[src/rtl/m_intr_ctrl_if.sv]
// IO port and interrupt request bundle between m_intr_ctrl (slave) and the CPU side (master).
interface m_intr_ctrl_if;
  logic        io_we;
  logic        io_re;
  logic [2:0]  io_adr;
  logic [31:0] io_wdata;
  logic [31:0] io_rdata;
  // int_req rises with int_cause valid and both hold until int_ack is sampled high
  // (or the request is withdrawn); int_ack while int_req is low is ignored.
  logic        int_req;
  logic        int_ack;
  logic [3:0]  int_cause;
  logic [1:0]  int_priv;

  modport slave (
    input  io_we, io_re, io_adr, io_wdata, int_ack,
    output io_rdata, int_req, int_cause, int_priv
  );

  modport master (
    output io_we, io_re, io_adr, io_wdata, int_ack,
    input  io_rdata, int_req, int_cause, int_priv
  );
endinterface

[src/rtl/m_intr_ctrl.sv]
// Machine-mode interrupt source: mtime/mtimecmp timer, msip, synchronized external line,
// and a prioritized req/ack interrupt request towards the pipeline.
module m_intr_ctrl #(
  parameter int PRESCALE    = 1,
  parameter int SYNC_STAGES = 2
) (
  input  logic          clk,
  input  logic          rst,
  m_intr_ctrl_if.slave  bus,
  input  logic          ext_int_in,
  input  logic          csr_meie,
  input  logic          csr_mtie,
  input  logic          csr_msie,
  input  logic          csr_mstatus_mie,
  output logic          dbg_state_o
);
  localparam int            PW        = (PRESCALE > 1) ? $clog2(PRESCALE) : 1;
  localparam logic [PW-1:0] PTERM     = PW'(PRESCALE - 1);
  localparam logic [3:0]    CAUSE_MEI = 4'd11;
  localparam logic [3:0]    CAUSE_MSI = 4'd3;
  localparam logic [3:0]    CAUSE_MTI = 4'd7;

  typedef enum logic {S_IDLE = 1'b0, S_REQ = 1'b1} state_e;

  state_e                 state_q, state_d;
  logic [PW-1:0]          presc_q, presc_d;
  logic [63:0]            mtime_q, mtime_d;
  logic [63:0]            mtimecmp_q, mtimecmp_d;
  logic                   msip_q, msip_d;
  logic                   mtip_q;
  logic [SYNC_STAGES-1:0] sync_q;
  logic [31:0]            shadow_q, shadow_d;
  logic [31:0]            rdata_q, rdata_d;
  logic [1:0]             holdoff_q, holdoff_d;
  logic [3:0]             cause_q, cause_d;
  logic                   tick, meip;
  logic                   e_mei, e_msi, e_mti, cause_en;

  assign meip  = sync_q[SYNC_STAGES-1];
  assign e_mei = meip & csr_meie;
  assign e_msi = msip_q & csr_msie;
  assign e_mti = mtip_q & csr_mtie;

  // Register file: timer, msip and the registered read path
  always_comb begin
    tick       = (presc_q == PTERM);
    presc_d    = tick ? '0 : presc_q + PW'(1);
    mtime_d    = mtime_q + 64'(tick);
    mtimecmp_d = mtimecmp_q;
    msip_d     = msip_q;
    shadow_d   = shadow_q;
    rdata_d    = '0;
    if (bus.io_we) begin
      case (bus.io_adr)
        3'd0:    mtime_d = {mtime_q[63:32], bus.io_wdata};
        3'd1:    mtime_d = {bus.io_wdata, mtime_q[31:0]};
        3'd2:    mtimecmp_d = {mtimecmp_q[63:32], bus.io_wdata};
        3'd3:    mtimecmp_d = {bus.io_wdata, mtimecmp_q[31:0]};
        3'd4:    msip_d = bus.io_wdata[0];
        default: ;
      endcase
    end
    // Reads see pre-write state; a lo read snapshots hi so a later hi read is coherent
    if (bus.io_re) begin
      case (bus.io_adr)
        3'd0: begin
          rdata_d  = mtime_q[31:0];
          shadow_d = mtime_q[63:32];
        end
        3'd1:    rdata_d = shadow_q;
        3'd2:    rdata_d = mtimecmp_q[31:0];
        3'd3:    rdata_d = mtimecmp_q[63:32];
        3'd4:    rdata_d = {31'd0, msip_q};
        3'd5:    rdata_d = {20'd0, meip, 3'd0, mtip_q, 3'd0, msip_q, 3'd0};
        default: rdata_d = '0;
      endcase
    end
  end

  always_comb begin
    if (cause_q == CAUSE_MEI)      cause_en = e_mei;
    else if (cause_q == CAUSE_MSI) cause_en = e_msi;
    else                           cause_en = e_mti;
  end

  // Request FSM; holdoff keeps IDLE from re-requesting while the CSR clears MIE after a take
  always_comb begin
    state_d   = state_q;
    cause_d   = cause_q;
    holdoff_d = holdoff_q;
    if (state_q == S_IDLE) begin
      if (holdoff_q != 2'd0) begin
        holdoff_d = holdoff_q - 2'd1;
      end else if (csr_mstatus_mie && (e_mei || e_msi || e_mti)) begin
        state_d = S_REQ;
        if (e_mei)      cause_d = CAUSE_MEI;
        else if (e_msi) cause_d = CAUSE_MSI;
        else            cause_d = CAUSE_MTI;
      end
    end else begin
      if (bus.int_ack) begin
        state_d   = S_IDLE;
        holdoff_d = 2'd2;
      end else if (!csr_mstatus_mie || !cause_en) begin
        state_d = S_IDLE;
      end
    end
  end

  always_ff @(posedge clk or posedge rst) begin
    if (rst) begin
      state_q    <= S_IDLE;
      presc_q    <= '0;
      mtime_q    <= '0;
      mtimecmp_q <= '1;
      msip_q     <= 1'b0;
      mtip_q     <= 1'b0;
      sync_q     <= '0;
      shadow_q   <= '0;
      rdata_q    <= '0;
      holdoff_q  <= '0;
      cause_q    <= '0;
    end else begin
      state_q    <= state_d;
      presc_q    <= presc_d;
      mtime_q    <= mtime_d;
      mtimecmp_q <= mtimecmp_d;
      msip_q     <= msip_d;
      mtip_q     <= (mtime_q >= mtimecmp_q);
      sync_q     <= {sync_q[SYNC_STAGES-2:0], ext_int_in};
      shadow_q   <= shadow_d;
      rdata_q    <= rdata_d;
      holdoff_q  <= holdoff_d;
      cause_q    <= cause_d;
    end
  end

  assign bus.io_rdata  = rdata_q;
  assign bus.int_req   = (state_q == S_REQ);
  assign bus.int_cause = cause_q;
  assign bus.int_priv  = 2'b11;
  assign dbg_state_o   = state_q;
endmodule

[src/flat_wrapper.sv]
// flat-port wrapper written by rule: the top's interface ports become plain ports
module m_intr_ctrl_flat 
#(
  parameter int PRESCALE    = 1,
  parameter int SYNC_STAGES = 2
)
  (clk, rst, ext_int_in, csr_meie, csr_mtie, csr_msie, csr_mstatus_mie, dbg_state_o, bus_io_we, bus_io_re, bus_io_adr, bus_io_wdata, bus_int_ack, bus_io_rdata, bus_int_req, bus_int_cause, bus_int_priv);
  m_intr_ctrl_if bus_i ();
  input  logic clk;
  input  logic rst;
  input  logic ext_int_in;
  input  logic csr_meie;
  input  logic csr_mtie;
  input  logic csr_msie;
  input  logic csr_mstatus_mie;
  output logic dbg_state_o;
  input wire logic [$bits(bus_i.io_we)-1:0] bus_io_we;
  input wire logic [$bits(bus_i.io_re)-1:0] bus_io_re;
  input wire logic [$bits(bus_i.io_adr)-1:0] bus_io_adr;
  input wire logic [$bits(bus_i.io_wdata)-1:0] bus_io_wdata;
  input wire logic [$bits(bus_i.int_ack)-1:0] bus_int_ack;
  output wire logic [$bits(bus_i.io_rdata)-1:0] bus_io_rdata;
  output wire logic [$bits(bus_i.int_req)-1:0] bus_int_req;
  output wire logic [$bits(bus_i.int_cause)-1:0] bus_int_cause;
  output wire logic [$bits(bus_i.int_priv)-1:0] bus_int_priv;
  assign bus_i.io_we = bus_io_we;
  assign bus_i.io_re = bus_io_re;
  assign bus_i.io_adr = bus_io_adr;
  assign bus_i.io_wdata = bus_io_wdata;
  assign bus_i.int_ack = bus_int_ack;
  assign bus_io_rdata = bus_i.io_rdata;
  assign bus_int_req = bus_i.int_req;
  assign bus_int_cause = bus_i.int_cause;
  assign bus_int_priv = bus_i.int_priv;
  m_intr_ctrl #(.PRESCALE(PRESCALE), .SYNC_STAGES(SYNC_STAGES)) u_core (.clk(clk), .rst(rst), .bus(bus_i), .ext_int_in(ext_int_in), .csr_meie(csr_meie), .csr_mtie(csr_mtie), .csr_msie(csr_msie), .csr_mstatus_mie(csr_mstatus_mie), .dbg_state_o(dbg_state_o));
endmodule
[config.mk]
export PLATFORM = sky130hd
export DESIGN_NAME = m_intr_ctrl_flat
export DESIGN_NICKNAME = d
export VERILOG_FILES = /design/src/rtl/m_intr_ctrl_if.sv /design/src/rtl/m_intr_ctrl.sv /design/src/flat_wrapper.sv
export SDC_FILE = /design/constraint.sdc
export NUM_CORES = 1
export LEC_CHECK = 0
export BUFFER_PORTS_ARGS = -buffer_cell sky130_fd_sc_hd__buf_4
export CORE_MARGIN = 2
export CORE_UTILIZATION = 25
export DETAILED_ROUTE_END_ITERATION = 10
export PLACE_DENSITY = 0.48
export SLEW_MARGIN = 0
export SYNTH_ARGS = -nofsm -noshare
export SYNTH_HDL_FRONTEND = slang
export SYNTH_SLANG_ARGS = --single-unit
[constraint.sdc]
create_clock -name clk -period 5.5 [get_ports clk]
set_input_delay 0.55 -clock clk [delete_from_list [all_inputs] [get_ports clk]]
set_output_delay 0.55 -clock clk [all_outputs]
set_load 0.1 [all_outputs]
---- Word level (Yosys, flattened, before mapping) ----
Cells that the tools add are included.
storage, ports and cells
  word-level logic and storage cells ...... 68
  input bits .............................. 45
  output and inout bits ................... 40
  register bits after elaboration ......... 204
operators by class
  muxes and demuxes ....................... 18
  add/sub/neg operators ................... 3
  $lt $le $gt $ge ......................... 1
  reductions and logical operators ........ 15
  eq/ne operators ......................... 10
  bitwise gates (word level) .............. 8
operator list
  kind                number
  $pmux 64 s2         2
  $pmux 32 s6         1
  $add 64x1->64       1
  $ge 64x64->1        1
  $mux 64             1
  $mux 32             1
  $reduce_and 3->1    3
  $mux 1              8
  $eq 3x2->1 const B  2
  $eq 3x3->1 const B  2
  $mux 2              3
  $ne 2x2->1 const B  3
  $reduce_and 2->1    3
  $not 1->1           5
  $eq 4x2->1 const B  1
  $eq 4x4->1 const B  1
  $mux 4              1
  $reduce_bool 2->1   2
  $and 1x1->1         3
  $eq 3x1->1 const B  1
  $logic_not 3->1     1
  $logic_or 1x1->1    3
  $mux 3              1
  $logic_not 1->1     2
  3 further kinds     3

---- Depth between registers and ports, before layout ----
Gate-level depths: netlist of run 1.
  depth after elaboration ................. 8
  depth in mapped cells ................... 9
  mapped depth without buffers ............ 8

---- Worst setup path before layout of run 1 ----
Ideal clock, no wire load.
  kind .................................... flip-flop to flip-flop
  start ................................... reg u_core.mtime_q[0]
  end ..................................... reg u_core.mtime_q[60]
  library setup time ...................... 0.126 ns
  required time ........................... 5.374 ns
  path buffers ............................ 2
  path slack .............................. 3.270 ns
  arrival ................................. 2.104 ns
  stages on the path, launching flop included .. 10
  clock period less this slack ............ 2.230 ns
  cell sequence ........................... dfrtp_1 ha_1 and4_1 clkbuf_1 nand2_1 nor3_4 buf_6 nand4_1 a21o_1 a221o_1
between the ends
  cells in the longest elaborated chain, start to end .. 3
RTL lines
  what                      RTL line            RTL
  start: declaration        m_intr_ctrl.sv:27   logic [63:0] mtime_q, mtime_d;
  start signal: assignment  m_intr_ctrl.sv:126  mtime_q <= mtime_d;
  $add 64x1->64 *           m_intr_ctrl.sv:48   mtime_d = mtime_q + 64'(tick);
  $pmux 64 s2               m_intr_ctrl.sv:54   case (bus.io_adr)
  $mux 64 *                 m_intr_ctrl.sv:53   if (bus.io_we) begin
Every way passes the cells marked *; elsewhere a longest branch is shown, timed or not.
A chain may end at the register's enable or synchronous reset.

---- Worst setup path after layout of run 1 ----
  start ................................... reg u_core.mtime_q[11]
  end ..................................... reg u_core.mtime_q[54]
The elaborated chain is that of the path after synthesis.

==> results.txt, run 1 <==
The flow ran to the end, and the final reports show no timing, DRC or antenna violations. The final count of negative-setup-slack endpoints is 0. The synthesis-to-layout area growth came out at 17.56%. Leaving out fill and tap cells, the most frequent cell in the layout is sky130_fd_sc_hd__dfrtp_1. After synthesis, the largest area contributor takes up a little under a third of total cell area. In the global route stage, met2 resource usage came out at about a quarter.

Entering global routing, the biggest net connects ~180 pins. TritonCTS built the clock tree. The first-pass GRT wire length came out at ~57 mm. The first TritonRoute pass finished after 5 iterations. Max-cap violations in this run came to 0. The average via count per standard cell is slightly above 5. The static leakage power came out at approximately 5.5 nW.

The post-route non-filler standard cell count is 1,825. The proportion of synthesized flip-flops having asynchronous set or reset is 100.0%. The number of gates resized after cts came out at 0. After detailed placement, the design holds a cell count of between 1,500 and 2,000. The cell type contributing the most total cell area after synthesis is sky130_fd_sc_hd__dfrtp_1. The worst setup path is launched from a flop.

The worst setup path is of the flop to flop kind. After detailed routing, the number of remaining DRC violations is 0. Fill cells in the final layout number approximately 4,700.

Setup repair after global routing left no endpoint under its margin. A synthesized cell averages a little under 10 um2. The die area is 46,710 um2. The slowest stage of the critical path belongs to the cell sky130_fd_sc_hd__or3_1. The met1 usage in global routing came out at 21.82%. The total number of yosys warnings came out at 0. The routability congestion estimate from global placement is around 0.83. The clock arrives with between 0.015 and 0.02 ns of skew. The clock-pin slew on the worst setup and hold paths is roughly 0.060 ns. The initial utilization of the core area, before any placement, comes to 25.38%. The setup fix buffers added after clock tree synthesis is 0.

The count of antenna diodes in the layout came out at 0. The portion of the post-synthesis area used by sequential elements came out at approximately 46%. The number of antenna violations at the first check in global routing is 0. The I/O pin count came out at 85. The worst-case IR drop observed on VDD is 224.1 uV. The global route total overflow is 0. The total negative slack is 0 ns. The minimum clock period after layout is between 2 and 3 ns. After the last flow step, the layout net total stands at 1,326. The global routing met3 resource utilization came out at approximately 2.8%. The port buffer count is just over 80. The final standard cell area without fillers is ~13,000 um2. The worst path required time came out at between 5 and 6 ns. The number of synthesized register bits is ~200. The clock buffer count from CTS is 25.

Dividing the final minimum period by the clock period gives 51.60%. The number of instances in the synthesized netlist came out at about 1,200. Sorting the synthesized cells by area gives the leading types as sky130_fd_sc_hd__dfrtp_1 (31%), sky130_fd_sc_hd__dfstp_2 (15%), sky130_fd_sc_hd__ha_1 (7.3%). The number of buffers on the longest clock path came out at 3. The highest clock rate is roughly 350 MHz.

The initialized floorplan defines slightly below 80 standard-cell rows. The routed layout has between 9,000 and 10,000 vias. The top cell types in the final layout, fill and taps aside, are sky130_fd_sc_hd__dfrtp_1 (138), sky130_fd_sc_hd__nand2_1 (105), sky130_fd_sc_hd__a21oi_1 (99). In this run the power density over the cells is a little over 400 nW/um2.

The wire length after detailed routing came out at 36.69 mm. The count of final max-slew check failures is 0. Yosys mapped the design onto between 60 and 70 distinct sky130hd cell types.

In this design, the stage delay of the slowest critical-path cell is about 0.6 ns. In the final layout, the share of cells above drive strength 1 is between 20% and 30%. The path category of the worst min-delay check is input pin to async pin. The die is between 200 and 250 um wide. At the pin with the least slew margin, the transition time is around 1.1 ns.

The final worst hold slack is about 0.13 ns. The worst setup path is captured at a flop. met2 is the most crowded layer. The minimum setup slack among reg-to-reg paths came out at 2.66 ns. The half-perimeter wire length after detailed placement came out at 24.98 mm. STA puts the critical path data arrival time at around 3.2 ns. The via count of the first global-routing pass came out at around 9,300. The mapped netlist covers approximately 11,000 um2.

CTS built an H-tree with a depth of 1. The total track usage came out at 15.58%. The most used flip-flop cell after synthesis is sky130_fd_sc_hd__dfrtp_1. The post-place instance area is about 12,000 um2. The core outline area is roughly 44,000 um2.

For this design, the CTS-stage hold fixing added 0 buffers. The detail route stage leaves a number of antenna-violating nets equal to 0. The final-report hold violation count came out at 0. The chip height is 216.1 um. The cell chosen for the clock root is sky130_fd_sc_hd__clkbuf_16. The count of flip-flops with a built-in enable after synthesis is 0. Walking the worst path, the cells encountered are nand3_2 -> or3_1 -> nor3_4 -> and2_1 -> nand3_1 -> o311ai_1. Measured against its own limit, the worst slew margin works out to between 20 and 25%. The number of DRC markers after the initial detailed-route iteration is 865.

The number of sinks on the clock net is ~200. The later pin in the worst-skew pair is clocked with a latency of about 0.53 ns. Of all nets on the critical path, the largest fanout is 13. The wire length per cell after detailed routing is roughly 20 um.
[cell families after synthesis]
group	Yosys count	share of synthesized area, %
other	1	0.03333
buffers and inverters	156	5.595
DFF	202	45.65
and+or+nand+nor	323	14.60
adders and majority gates	66	7.341
AOI/OAI and AO/OA	354	19.79
muxes	69	6.996
[cells in the mapped netlist, drive strengths merged (3+ instances only)]
library cell / instances
nor3b: 4
a21o: 8
a211o: 4
or4: 5
o21ai: 87
a311oi: 6
nor3: 20
nand4: 29
nand3: 41
nor2: 46
ha: 66
buf: 29
a22oi: 63
nand2b: 3
a31oi: 17
and4: 11
mux2: 67
dfstp: 64
a221o: 8
clkbuf: 50
a211oi: 9
nand2: 106
inv: 77
nor4: 12
nor2b: 5
dfrtp: 138
o22ai: 22
o2bb2a: 3
o221a: 4
nor4b: 3
and3: 24
a21oi: 99
o311ai: 5
and2: 10
o211ai: 4
[metrics by stage]
| stage | power [mW] | util, % | setup WS [ns] |
|---|---|---|---|
| floorplan | 3.306 | - | 2.386 |
| global placement | 3.790 | 27.99 | 2.341 |
| detailed placement | 3.820 | 27.99 | 2.285 |
| CTS | 5.511 | 29.84 | 2.685 |
| global route | 5.797 | 29.84 | 2.511 |
| finish | 5.448 | 29.84 | 2.662 |
[final cells by class]
cell class | count | area (um2) | share of cell area, %
Sequential cell | 202 | 5135 | 38.83
Tap cell | 592 | 740.7 | 5.601
Timing Repair Buffer | 95 | 725.7 | 5.487
Clock buffer | 42 | 779.5 | 5.894
Inverter | 77 | 292.8 | 2.214
Clock inverter | 3 | 40.04 | 0.3027
Multi-Input combinational cell | 814 | 5512 | 41.67
[state kept, by name, indices dropped and copies added (netlist names), 2 cells and up]
| signal | count |
|---|---|
| u_core.holdoff_q | 2 |
| u_core.mtime_q | 64 |
| u_core.sync_q | 2 |
| u_core.bus.io_rdata | 32 |
| u_core.mtimecmp_q | 64 |
| u_core.bus.int_cause | 3 |
| u_core.shadow_q | 32 |
[critical path: cells and delay by family (launching register included)]
family / cells / cell delay [ns]
and+or+nand+nor: 5 / 1.91
AOI/OAI and AO/OA: 1 / 0.25
DFF: 1 / 0.55
[per-layer routing]
metal | part of all wire [%] | vias to the layer above
met1 | 47 | 4679
met5 | 0 | -
met3 | 5.7 | 47
li1 | - | 4397
met4 | 2.3 | 0
met2 | 45 | 269
[final timing paths]
check | cells after the start | endpoint | startpoint
max in group asynchronous | 3 | u_core.mtime_q[44] | rst
setup / recovery | 6 | u_core.mtime_q[54] | u_core.mtime_q[11]
hold reg to reg | 0 | u_core.sync_q[1] | u_core.sync_q[0]
hold / removal | 2 | u_core.bus.io_rdata[25] | rst
min in group clk | 1 | u_core.sync_q[0] | ext_int_in
setup reg to reg | 6 | u_core.mtime_q[54] | u_core.mtime_q[11]
[report_power, final]
group	internal [mW]	leakage, nW	switching, mW	total (mW)
Clock	1.00	0.404	0.651	1.65
Sequential	1.91	2.35	0.391	2.30
Combinational	0.581	2.76	0.916	1.50
Total	3.49	5.52	1.96	5.45
Power figures use the tool's default switching activity.
==> inputs of run 2 (changes only) <==
--- a/config.mk
+++ b/config.mk
@@ -5,6 +5,7 @@
 export SDC_FILE = /design/constraint.sdc
 export NUM_CORES = 1
 export LEC_CHECK = 0
+export ABC_AREA = 1
 export BUFFER_PORTS_ARGS = -buffer_cell sky130_fd_sc_hd__buf_4
 export CORE_MARGIN = 2
 export CORE_UTILIZATION = 25
==> constraint.sdc (replaced) <==
create_clock -name clk -period 2.4 [get_ports clk]
set_input_delay 0.24 -clock clk [delete_from_list [all_inputs] [get_ports clk]]
set_output_delay 0.24 -clock clk [all_outputs]
set_load 0.1 [all_outputs]
==> run 2 against run 1 <==
  * Clock skew is 0.0012 ns lower
  * Worst setup slack got worse by 2.5 ns
  * Count of clock-buffer cells in the layout grew 3
  * Final area rose by 15%
  * Maximum frequency is 26% higher
  * Flip-flop and latch count unchanged
  * Combinational power rose to 2.6 times the previous value
  * First-iteration DRC count down 16%
  * Sequential share of layout area down 5.1 points
  * Largest power group unchanged
==> results.txt, run 2 <==
The final worst hold slack came to 0.03279 ns (-0.09833 ns). The count of cell types in the netlist came out at 50 (-19%). The post-synth design cell area was 12,360 um2 (+9.9%).

The power density over the cells came out at 854.0 nW/um2 (+110%). The synthesized design spends more area on one cell type than any other, namely sky130_fd_sc_hd__dfrtp_1. Leaving out fill and tap cells, the most frequent cell in the layout is sky130_fd_sc_hd__nand2_1. The number of nets still failing antenna checks after routing is 0 (unchanged).

The share of cells above drive strength 1 came to 16.10% (-7.0 points). The area used by multi-input combinational logic is 6173 um2 (+12%). The clock buffer count from CTS is 26 (+4.0%). The clock share of power is 31.2% (+0.9 points). The maximum number of pins on one net before global-route repair is 65 (-63%).

The H-tree level count is 1 (unchanged). The worst-case reg-to-reg path depth came out at 9 (+3). The slew at the pin closest to its max-slew limit is 0.7282 ns (-0.4103 ns). The port buffer count was 82 (unchanged). The portion of synthesized cell area occupied by the leading cell type came out at 27.94% (-2.8 points). The core outline area is 48,850 um2 (+10%). The number of DRC markers after the initial detailed-route iteration is 725 (-16%). The share of the clock period used by the worst path after layout was 93.85% (+42 points). The number of sinks on the clock net came out at 202 (unchanged). The total number of yosys warnings is 0 (unchanged). The worst setup timing slack at the placement stage is -0.1993 ns (-2.484 ns). The half-perimeter wire length after detailed placement came out at 37.95 mm (+52%). The minimum clock period after layout came out at 2.252 ns (-0.5858 ns). Compared with the post-synthesis result, the final layout area differs by 23.11%.

The I/O pin count was 85 (unchanged). The first-pass GRT wire length came out at 77.66 mm (+36%). The worst path required time was 2.84 ns (-3.06 ns).

The worst relative slew slack came out at 51.35% (+27 points). The worst setup path is captured at a flop. The worst hold path belongs to the class input pin to flop. The clock-pin slew on the worst setup and hold paths is 0.06 ns (about the same). The count of final max-slew check failures came to 0 (unchanged). TritonCTS built the clock tree. The setup slack after layout came out at 0.1476 ns (-2.514 ns). The via count of the first global-routing pass came out at 11,940 (+29%). The commonest cells after synthesis are sky130_fd_sc_hd__nand2_1 (386), sky130_fd_sc_hd__nor2_1 (210), sky130_fd_sc_hd__inv_1 (195), sky130_fd_sc_hd__dfrtp_1 (138), sky130_fd_sc_hd__o21ai_0 (136). The routability congestion estimate from global placement came to 0.9748 (+17%). The total net switching power came out at 4.947 mW (+150%). The most frequent cell after synthesis is sky130_fd_sc_hd__nand2_1. The clock insertion delay at the later pin of the skew report came to 0.56 ns (+0.03 ns).

The net total in the final layout is 1,892 (+43%). The wire length per cell after detailed routing was 20.87 um (+3.8%). The final count of negative-setup-slack endpoints is 0 (unchanged). The highest clock rate is 444.0 MHz (+26%). The number of buffers on the longest clock path came to 3 (unchanged). The chip height is 226.3 um (+4.7%). The share of power burned in combinational logic came out at 30.2% (+2.7 points). The flow ran to the end, and the final reports show no timing, DRC or antenna violations. The detailed-router iteration count before antenna repair is 7 (+2). The internal power came to 8.046 mW (+130%).

The top fanout value on the critical path is 3 (-10). The reported max-cap violation count came out at 0 (unchanged). The final-report hold violation count was 0 (unchanged). The average via count per standard cell is 4.873 (-5.3%). The total negative slack was 0 ns (unchanged).

The horizontal extent of the die is 226.3 um (+4.7%). Setup repair after global routing left no endpoint under its margin. The static leakage power came out at 6.894 nW (+25%). The number of antenna violations at the first check in global routing came to 0 (unchanged). The count of flip-flops with a built-in enable after synthesis came to 0 (unchanged). The depth of the worst hold-timing path is 3. The switching share of power was 38.07% (+2.1 points).

The wire length after detailed routing came out at 51.45 mm (+40%). The data arrival time at the worst-slack endpoint came to 2.69 ns (-0.55 ns). The post-detailed-route DRC marker count is 0 (unchanged).

The worst setup path is launched from a flop. The largest clock skew in the final design came out at 0.01690 ns (-0.001180 ns). The worst setup path is of the flop to flop kind. The area used by sequential logic in the layout came out at 5135 um2 (unchanged). The cell chosen for the clock root is sky130_fd_sc_hd__clkbuf_16.

The global route total overflow was 0 (unchanged). The initial standard-cell utilization of the core is 25.30% (-0.086 points). The number of rows created at floorplan is 81 (+5.2%). The die area is 51,230 um2 (+9.7%).

The most used flip-flop cell after synthesis is sky130_fd_sc_hd__dfrtp_1. The number of instances in the synthesized netlist is 1,651 (+41%). The share of total power in sequential cells was 38.6% (-3.6 points). The number of synthesized register bits came to 202 (unchanged). The largest registers in the layout are u_core.mtime_q (64), u_core.mtimecmp_q (64).

The portion of the post-synthesis area used by sequential elements is 41.55% (-4.1 points). By area the synthesized netlist is led by sky130_fd_sc_hd__dfrtp_1 (28%), sky130_fd_sc_hd__dfstp_2 (14%), sky130_fd_sc_hd__nand2_1 (12%). The worst voltage drop across the vdd grid came out at 451.9 uV (+100%).

The layout filler cell count is 5,327 (+14%). The count of antenna diodes in the layout was 0 (unchanged). The average cell area after synthesis is 7.485 um2 (-22%).

In the layout the commonest cells are sky130_fd_sc_hd__nand2_1 (383), sky130_fd_sc_hd__nor2_1 (209), sky130_fd_sc_hd__inv_1 (194). The total track usage is 20.36% (+4.8 points). The number of vias in the routed layout came to 12,010 (+28%). The proportion of synthesized flip-flops having asynchronous set or reset came out at 100.0% (unchanged).
[run 2: layout make-up]
class / instances / share of cell area (%)
Multi-Input combinational cell: 1176 / 40.58
Sequential cell: 202 / 33.75
Timing Repair Buffer: 168 / 9.276
Clock buffer: 45 / 5.477
Tap cell: 664 / 5.461
Inverter: 207 / 5.164
Clock inverter: 3 / 0.2961
[run 2: critical path, stage by stage, from the launching register on]
cell and delay, ns:
sky130_fd_sc_hd__dfrtp_1 0.46, sky130_fd_sc_hd__nand2_1 0.13, sky130_fd_sc_hd__nor2_1 0.41, sky130_fd_sc_hd__nand2_1 0.14, sky130_fd_sc_hd__nor3_1 0.43, sky130_fd_sc_hd__nand2_1 0.21, sky130_fd_sc_hd__o21ai_1 0.18, sky130_fd_sc_hd__nand2_1 0.06
sky130_fd_sc_hd__nand2_1 0.07, sky130_fd_sc_hd__nand2_1 0.05
[run 2: stage by stage]
step	power (mW)	instances	utilization, %	area, um2
global placement	8.852	2387	28.68	14010
CTS	13.09	2465	31.10	15190
global route	13.78	2465	31.15	15210
detailed placement	8.905	2387	28.68	14010
floorplan	7.398	1652	-	12370
finish	12.99	2465	31.15	15210
[run 2: final timing paths]
check	slack (ns)	end	start
worst max register to register	0.15	u_core.mtime_q[36]	u_core.mtime_q[32]
worst min-delay path	0.03	u_core.mtimecmp_q[17]	bus_io_wdata[17]
worst min register to register	0.35	u_core.sync_q[1]	u_core.sync_q[0]
min in group asynchronous	0.37	u_core.mtime_q[8]	rst
worst max-delay path	0.15	u_core.mtime_q[36]	u_core.mtime_q[32]
max in group asynchronous	1.22	u_core.mtimecmp_q[60]	rst
[run 2: per-layer routing]
layer	global-route usage, %	routed length, um	vias up
met2	33.19	23560	350
li1	-	-	5742
met5	0	0	-
met4	5.390	1224	0
met3	2.034	2561	75
met1	28.74	24100	5844
[run 2: cells by family (layout without fill, tap and decap cells)]
kind of cell / count (synthesis) / after routing / share of synthesized area (%)
multiplexers: 8 / 8 / 0.7290
other: 1 / 2 / 0.03034
adder cells (fa/ha/maj): 66 / 66 / 6.682
AO/OA/AOI/OAI: 350 / 350 / 16.60
XOR/XNOR: 10 / 10 / 0.7087
flip-flops: 202 / 202 / 41.55
AND/OR/NAND/NOR: 740 / 740 / 24.90
buffers and inverters: 274 / 423 / 8.798
[run 2: timing repair]
action / 4_1_cts / 5_1_grt
hold endpoints to repair: 69 / 0
hold buffers: 30 / 0
buffers inserted: 0 / 0
setup endpoints to repair: 1 / 2
cloned: 0 / 0
gates resized for setup: 1 / 5
[run 2: power by group through the flow]
stage	Clock, mW	Sequential [mW]	Combinational, mW
4_1_cts	4.17	4.99	3.93
5_1_grt	4.28	5.11	4.39
2_1_floorplan	0	5.22	2.18
3_3_place_gp	0	5.03	3.82
3_5_place_dp	0	5.04	3.87
6_report	4.05	5.01	3.93
